==> config.mk <==
export PLATFORM = sky130hd
export DESIGN_NAME = pc_unit
export DESIGN_NICKNAME = d
export VERILOG_FILES = /design/src/rtl/pc_unit.sv
export SDC_FILE = /design/constraint.sdc
export NUM_CORES = 1
export LEC_CHECK = 0
export BUFFER_PORTS_ARGS = -buffer_cell sky130_fd_sc_hd__buf_2
export CORE_MARGIN = 5
export CORE_UTILIZATION = 39
export DETAILED_ROUTE_END_ITERATION = 6
export PLACE_DENSITY = 0.56
export SLEW_MARGIN = 5
export SYNTH_ARGS = -nofsm -noshare
export SYNTH_HDL_FRONTEND = slang
export SYNTH_SLANG_ARGS = --single-unit
==> constraint.sdc <==
create_clock -name CLK -period 4.7 [get_ports CLK]
set_clock_uncertainty 0.1 [all_clocks]
set_input_delay 0.94 -clock CLK [delete_from_list [all_inputs] [get_ports CLK]]
set_output_delay 0.94 -clock CLK [all_outputs]
set_load 0.1 [all_outputs]
==> src/rtl/pc_unit.sv <==
// rtl/pc_unit.sv - program counter with next-PC select, alignment check and circular return-address stack
module pc_unit #(
   parameter int               WIDTH      = 32,
   parameter logic [WIDTH-1:0] RESET_ADDR = '0,
   parameter int               STEP       = 4,
   parameter int               RAS_DEPTH  = 4
) (
   input  logic             CLK,
   input  logic             RST,
   input  logic             PCWre,
   input  logic [1:0]       PCSrc,
   input  logic [WIDTH-1:0] imm,
   input  logic [WIDTH-1:0] target,
   input  logic [WIDTH-1:0] rs_val,
   input  logic             call,
   input  logic             ret,
   output logic [WIDTH-1:0] addr,
   output logic [WIDTH-1:0] PC4,
   output logic             ras_empty,
   output logic             ras_full,
   output logic             ras_underflow,
   output logic             misalign
);

   // Shift that turns an instruction count into a byte offset.
   localparam int SH = $clog2(STEP);
   // Stack pointer indexes the slot the next push lands in; the count needs one extra bit to reach RAS_DEPTH.
   localparam int PW = $clog2(RAS_DEPTH);
   localparam int CW = PW + 1;

   localparam logic [WIDTH-1:0] STEP_W   = WIDTH'(STEP);
   localparam logic [WIDTH-1:0] LOW_MASK = WIDTH'(STEP - 1);
   localparam logic [CW-1:0]    CNT_FULL = CW'(RAS_DEPTH);
   localparam logic [CW-1:0]    CNT_ONE  = CW'(1);
   localparam logic [PW-1:0]    PTR_ONE  = PW'(1);

   logic [WIDTH-1:0] addr_q, addr_d;
   logic [WIDTH-1:0] pc4_q, pc4_d;
   logic [WIDTH-1:0] ras_q [RAS_DEPTH];
   logic [WIDTH-1:0] ras_d [RAS_DEPTH];
   logic [PW-1:0]    sp_q, sp_d;
   logic [CW-1:0]    cnt_q, cnt_d;
   logic             uf_q, uf_d;
   logic             mis_q, mis_d;

   logic [WIDTH-1:0] src_pc;
   logic [WIDTH-1:0] nxt;
   logic [WIDTH-1:0] nxt_aligned;
   logic [WIDTH-1:0] top_val;
   logic [PW-1:0]    top_idx;
   logic             empty;
   logic             full;
   logic             pop;
   logic             nxt_misaligned;

   assign empty   = (cnt_q == '0);
   assign full    = (cnt_q == CNT_FULL);
   // The pointer wraps naturally because RAS_DEPTH is a power of two; when full it also addresses the oldest entry.
   assign top_idx = sp_q - PTR_ONE;
   assign top_val = ras_q[top_idx];
   assign pop     = ret && !empty;

   // Select the candidate next PC from PCSrc; branch offsets are in instructions, so scale to bytes.
   always_comb begin
      src_pc = pc4_q;
      case (PCSrc)
         2'b00:   src_pc = pc4_q;
         2'b01:   src_pc = pc4_q + (imm << SH);
         2'b10:   src_pc = target;
         default: src_pc = rs_val;
      endcase
   end

   // A return overrides PCSrc; an empty stack falls back to the sequential address.
   always_comb begin
      nxt = src_pc;
      if (ret) begin
         nxt = empty ? pc4_q : top_val;
      end
      nxt_misaligned = |(nxt & LOW_MASK);
      nxt_aligned    = nxt & ~LOW_MASK;
   end

   // PC, flag next-state: everything holds unless PCWre; the underflow flag is a one-update pulse.
   always_comb begin
      addr_d = addr_q;
      pc4_d  = pc4_q;
      uf_d   = 1'b0;
      mis_d  = mis_q;
      if (PCWre) begin
         addr_d = nxt_aligned;
         pc4_d  = nxt_aligned + STEP_W;
         uf_d   = ret && empty;
         mis_d  = mis_q | nxt_misaligned;
      end
   end

   // Stack next-state: call+ret on a non-empty stack swaps the top in place, otherwise push or pop.
   always_comb begin
      ras_d = ras_q;
      sp_d  = sp_q;
      cnt_d = cnt_q;
      if (PCWre) begin
         if (call && pop) begin
            ras_d[top_idx] = pc4_q;
         end else if (call) begin
            ras_d[sp_q] = pc4_q;
            sp_d        = sp_q + PTR_ONE;
            if (!full) begin
               cnt_d = cnt_q + CNT_ONE;
            end
         end else if (pop) begin
            sp_d  = sp_q - PTR_ONE;
            cnt_d = cnt_q - CNT_ONE;
         end
      end
   end

   // State register with synchronous active-low reset that discards the stack contents.
   always_ff @(posedge CLK) begin
      if (!RST) begin
         addr_q <= RESET_ADDR;
         pc4_q  <= RESET_ADDR + STEP_W;
         sp_q   <= '0;
         cnt_q  <= '0;
         uf_q   <= 1'b0;
         mis_q  <= 1'b0;
         for (int i = 0; i < RAS_DEPTH; i++) begin
            ras_q[i] <= '0;
         end
      end else begin
         addr_q <= addr_d;
         pc4_q  <= pc4_d;
         sp_q   <= sp_d;
         cnt_q  <= cnt_d;
         uf_q   <= uf_d;
         mis_q  <= mis_d;
         for (int i = 0; i < RAS_DEPTH; i++) begin
            ras_q[i] <= ras_d[i];
         end
      end
   end

   assign addr          = addr_q;
   assign PC4           = pc4_q;
   assign ras_empty     = empty;
   assign ras_full      = full;
   assign ras_underflow = uf_q;
   assign misalign      = mis_q;

endmodule

# Word level (Yosys, flattened, before mapping)
# Cells that the tools add are included.
dict set report word_totals {
  reg_bits 197
  in_bits 103
  output_inout_bits 68
  elab_cells 62
}
dict set report op_classes {
  add_sub_neg 6
  order_cmp 4
  eq_ne 4
  n_mux 19
  bitwise 4
  reduce_logical 15
}
# op count
set ops {}
lappend ops {{128-bit bitwise mux} 2}
lappend ops {{128-bit two-way mux} 2}
lappend ops {{32-bit two-way mux} 6}
lappend ops {{32-bit demux with 2-bit select} 2}
lappend ops {{32-bit one-hot mux with 3 select lines} 1}
lappend ops {{32-bit binary-select mux with 2-bit select} 1}
lappend ops {{32-bit by 3-bit adder with 32-bit output (second input constant)} 1}
lappend ops {{32-bit adder} 1}
lappend ops {{3-bit two-way mux} 3}
lappend ops {{3-bit >= comparator (second input constant)} 2}
lappend ops {{3-bit by 1-bit < comparator with 1-bit output (second input constant)} 2}
lappend ops {{2-bit NOT with 3-bit output} 2}
lappend ops {{1-bit logical AND} 5}
lappend ops {{2-bit two-way mux} 2}
lappend ops {{2-bit AND reduction} 2}
lappend ops {{4-bit AND reduction} 1}
lappend ops {{2-bit nonzero test} 2}
lappend ops {{3-bit by 1-bit adder with 3-bit output (second input constant)} 1}
lappend ops {{3-bit == test (second input constant)} 1}
lappend ops {{3-bit logical NOT} 1}
lappend ops {{3-bit AND reduction} 1}
lappend ops {{3-bit by 1-bit subtractor with 3-bit output (second input constant)} 1}
lappend ops {{2-bit by 1-bit adder with 2-bit output (second input constant)} 1}
lappend ops {{2-bit by 1-bit == test with 1-bit output (second input constant)} 1}
lappend ops {{8 further kinds} 8}

# Longest topological paths before layout
dict set report depth {
  word_depth 9
  mapped_depth 18
  depth_no_buf 14
}

# Worst setup path before layout
# No wires, ideal clock.
dict set report synth_path {
  path_type {register to register}
  start {register pc4_q[2] (netlist: PC4[2])}
  end {register pc4_q[31] (netlist: PC4[31])}
  setup_time_ns 0.116
  t_arrival_ns 4.265
  required_ns 4.484
  setup_slack_ns 0.220
  stages_incl_launch_ff 14
  n_path_buf 0
  synth_period_minus_slack_ns 4.480
  cell_sequence {dfxtp_1 ha_1 inv_1 fa_1 nor2b_1 o2111ai_1 a21o_1 a211o_1 a31oi_2 o2111ai_2 nor4b_4 nand4b_1 or4_1 a31o_1}
}
dict set report synth_between {
  elab_chain_cells 4
  word_cells_on_any_way 5
  classes_between {2 x add/sub; 3 x mux}
}
# element line_no
set synth_lines {}
lappend synth_lines {{from (decl)} 38} ;# logic [WIDTH-1:0] pc4_q, pc4_d;
lappend synth_lines {{from (signal assigned)} 123} ;# pc4_q <= RESET_ADDR + STEP_W;
lappend synth_lines {{from (signal assigned)} 133} ;# pc4_q <= pc4_d;
lappend synth_lines {{32-bit adder} 68} ;# 2'b01: src_pc = pc4_q + (imm << SH);
lappend synth_lines {{32-bit one-hot mux with 3 select lines} 66} ;# case (PCSrc)
lappend synth_lines {{32-bit two-way mux (*)} 77} ;# if (ret) begin
lappend synth_lines {{32-bit by 3-bit adder with 32-bit output (*)} 92} ;# pc4_d = nxt_aligned + STEP_W;
# Mark *: on every way between the ends. The rest lies on a longest branch, timed or not.
# A chain may end at the register's enable or synchronous reset.

# Worst setup path after layout
dict set report layout_path {
  start {input imm[0]}
  end {register pc4_q[31] (netlist: PC4[31])}
}
dict set report layout_between {
  elab_chain_cells 4
}
# element line_no
set layout_lines {}
lappend layout_lines {{from (decl)} 12} ;# input logic [WIDTH-1:0] imm,
lappend layout_lines {{32-bit adder} 68}
lappend layout_lines {{32-bit one-hot mux with 3 select lines} 66}
lappend layout_lines {{32-bit two-way mux} 77}
lappend layout_lines {{32-bit by 3-bit adder with 32-bit output} 92}
# Every way passes these cells.

==> results by group <==
Run status
  • Status: finished, final reports clean

Pwr
  • Pwr/cell area: 350 nW/µm²
  • Maximum VDD drop: 0.000244 V
  • Leak: 5.36 nW
  • Design Power: 4.80 mW

Synthesis
  • Post-synth cell types: 88
  • Syn_area_per_cell: 7.87 µm²
  • Count leader, synth: nand2_1
  • Register area share after synthesis: 32.2%
  • Synth area leader: dfxtp_1
  • Top cells by area, synth: dfxtp_1 (32%), nand2_1 (11%), a21oi_1 (8.0%), mux4_2 (6.0%), ha_1 (4.1%)
  • Syn Inst Count: 1,477
  • Ys async rst share: 0%
  • EDFF count, synth: 0
  • Commonest cells in the netlist: nand2_1 (354), a21oi_1 (187), dfxtp_1 (187)
  • Yosys warnings: 0
  • Share of the synthesized area in the top cell type: 32.2%
  • Primary FF master, synth: dfxtp_1
  • #FFs+latches synth: 187
  • Post-Syn Area: 11,600 µm²

Clocking
  • H-tree levels: 4
  • Post-CTS Hold Buffers: 0
  • Clock buffer depth: 2
  • TritonCTS clock tree: built
  • Clk_lat worst skew: 440 ps
  • Post-CTS Resized: 0
  • Root Buffer: clkbuf_16
  • Sink Count: 187
  • Clock slew at reported path FFs: 80 ps
  • Post-CTS setup repair buffer count: 0
  • CTS Buf Count: 17

Timing
  • Setup_tns: 0 ps
  • Minimum clock period: 4220 ps
  • Fmax: 237 MHz
  • Final Hold Vio Count: 0
  • Unrepaired setup endpoints after global routing: no
  • Worst hold slack: 355 ps
  • Setup violators final: 0
  • Slew Limit Fails: 0
  • Period Utilization, post-route: 89.8%
  • Slew @ Worst Pin: 959 ps
  • Setup ws final: 480 ps
  • Rel. slew slack: 34.4%

Placed design
  • Placed Area: 13,100 µm²
  • Dpl ws: 67.8 ps
  • Hpwl dp: 30.5 mm
  • Buffers on Ports: 164
  • Final GP Congestion: 0.976

Routing
  • Via count: 11,616
  • Final ANT Viol Nets: 0
  • Initial DRT Pass Iterations: 5
  • DRT iter0 DRCs: 1,119
  • DR vias/cell: 5.70
  • Remaining routing DRC violations: 0
  • Final Routed Wirelength: 41.8 mm
  • Wirelength per Cell: 20.5 µm

Critical path
  • Largest delay contributor family on the critical path: simple AND/OR/NAND/NOR gates
  • Kind of start point of the critical path: primary input
  • Worst Setup SP: imm[0]
  • Worst r2r src: PC4[23]$_SDFFE_PN0P_
  • Worst setup path class: in -> reg
  • Max stage delay on crit path: 500 ps
  • CP max stage cell: or4_1
  • Setup crit end kind: flip-flop
  • R2r endpoint: PC4[31]$_SDFFE_PN0P_
  • R2R Setup Slk: 590 ps
  • Max FO, Critical Path: 5
  • Cells on worst reg2reg path: 11
  • Crit path capture: PC4[31]$_SDFFE_PN0P_
  • Critical path depth: 15
  • WP data required: 4930 ps
  • Cell Chain, Critical Path: buf_2 -> ha_1 -> inv_1 -> fa_1 -> nand2b_1 -> a211oi_1 -> buf_4 -> o21ai_1 -> nand3b_1 -> a31o_2 -> o2111ai_2 -> nor4b_4 -> nand4b_1 -> or4_1 -> a31o_1
  • Worst Path Buf+Inv: 3
  • Arr. time, crit path: 4450 ps

Global routing
  • Total GRT Usage: 24.3%
  • Vias in the first global route: 10,748
  • First-pass GRT wire length: 63.5 mm
  • Grt total ovfl: 0
  • Pin count of the biggest net entering global routing: 77
  • Initial antenna violation count: 1

Die
  • Initial Util: 39.3%
  • Ports: 171
  • Die X-Extent: 183 µm
  • Die H: 183 µm
  • Site Rows: 63
  • Die area: 33,400 µm²
  • Core area: 29,600 µm²

Finish
  • Synth-to-layout area growth: 17.9%
  • FILL cells: 3,004
  • Diode count: 0
  • Share of cells above drive strength 1: 22.1%
  • Net count, final: 1,780
  • Final instance area: 13,700 µm²

Min path
  • Min-delay src: ras_q[102]$_SDFFE_PN0P_
  • Min-delay worst type: reg -> reg

Job
  • Max-cap violations: 0
-- per-layer routing --
layer	share of wire [%]	track usage, %
met5	0.031	0
met4	2.3	6.48
met3	7.6	4.03
met2	45	37.7
met1	45	34.9
-- worst min path at each step --
stage	depth (start not counted)	slack, ps	to
6_report	2	350	ras_q[102]$_SDFFE_PN0P_
2_1_floorplan	2	330	ras_q[47]$_SDFFE_PN0P_
3_3_place_gp	2	340	ras_q[86]$_SDFFE_PN0P_
3_5_place_dp	2	340	ras_q[72]$_SDFFE_PN0P_
4_1_cts	2	350	ras_q[72]$_SDFFE_PN0P_
5_1_grt	2	370	ras_q[75]$_SDFFE_PN0P_
-- registers in the layout, indices dropped and copies added, names as in the netlist --
| name | count |
|---|---|
| misalign | 1 |
| ras_q | 120 |
| ras_underflow | 1 |
| sp_q | 2 |
| PC4 | 30 |
| cnt_q | 3 |
| addr | 30 |
-- stage by stage --
stage	std cells	utilization, %
floorplan	1480	-
global placement	2008	44.4
detailed placement	2008	44.4
CTS	2039	46.4
global route	2039	46.4
finish	2039	46.4
-- kinds of logic (layout without fill, tap and decap cells) --
family	after synthesis	count (layout)	synth area share [%]
and+or+nand+nor	598	598	22.5
adders and majority gates	40	40	4.43
xor gates and xnor gates	28	28	2.11
muxes	87	87	11.0
buffers and inverters	133	302	5.11
AOI/OAI and AO/OA	403	403	22.6
other	1	4	0.0322
DFF	187	187	32.2
-- power by group --
part	total (mW)	internal (mW)	leakage [nW]	switching (mW)
sequential	1.71	1.65	1.52	0.0621
combinational	1.60	0.480	3.55	1.12
clock	1.48	0.721	0.289	0.759
total	4.80	2.85	5.36	1.94
-- cell type report --
type / instances / area, µm² / share of cell area, %
clock buffers: 17 / 425 / 3.10
clock inverters: 14 / 170 / 1.24
inverters: 21 / 81.3 / 0.593
multi-input cells: 1160 / 7320 / 53.4
flip-flops and latches: 187 / 3740 / 27.3
well taps: 390 / 488 / 3.56
repair buffers: 250 / 1480 / 10.8
-- placed cells by master (no fill, tap or decap), drive strengths merged, types with 20 or more instances in the layout --
cell type,synthesis,layout
a211oi,37,37
a21o,20,20
mux4,31,31
nand3,33,33
dfxtp,187,187
buf,36,250
o21ai,40,40
a31oi,24,24
nor2,101,101
inv,20,29
mux2i,35,35
mux2,21,21
ha,38,38
nand2,354,354
a21oi,188,188
-- worst reg2reg max path, cell delays in order (launching register included) --
cell	delay, ps
dfxtp_1	620
ha_1	410
a21o_1	230
a31oi_1	360
o21ai_0	220
a2111oi_0	530
nor2_1	90
o41ai_1	100
xor2_1	160
a2111o_1	470
or4_1	520
a31o_1	210
No activity file was read; power rests on OpenSTA's default activity.
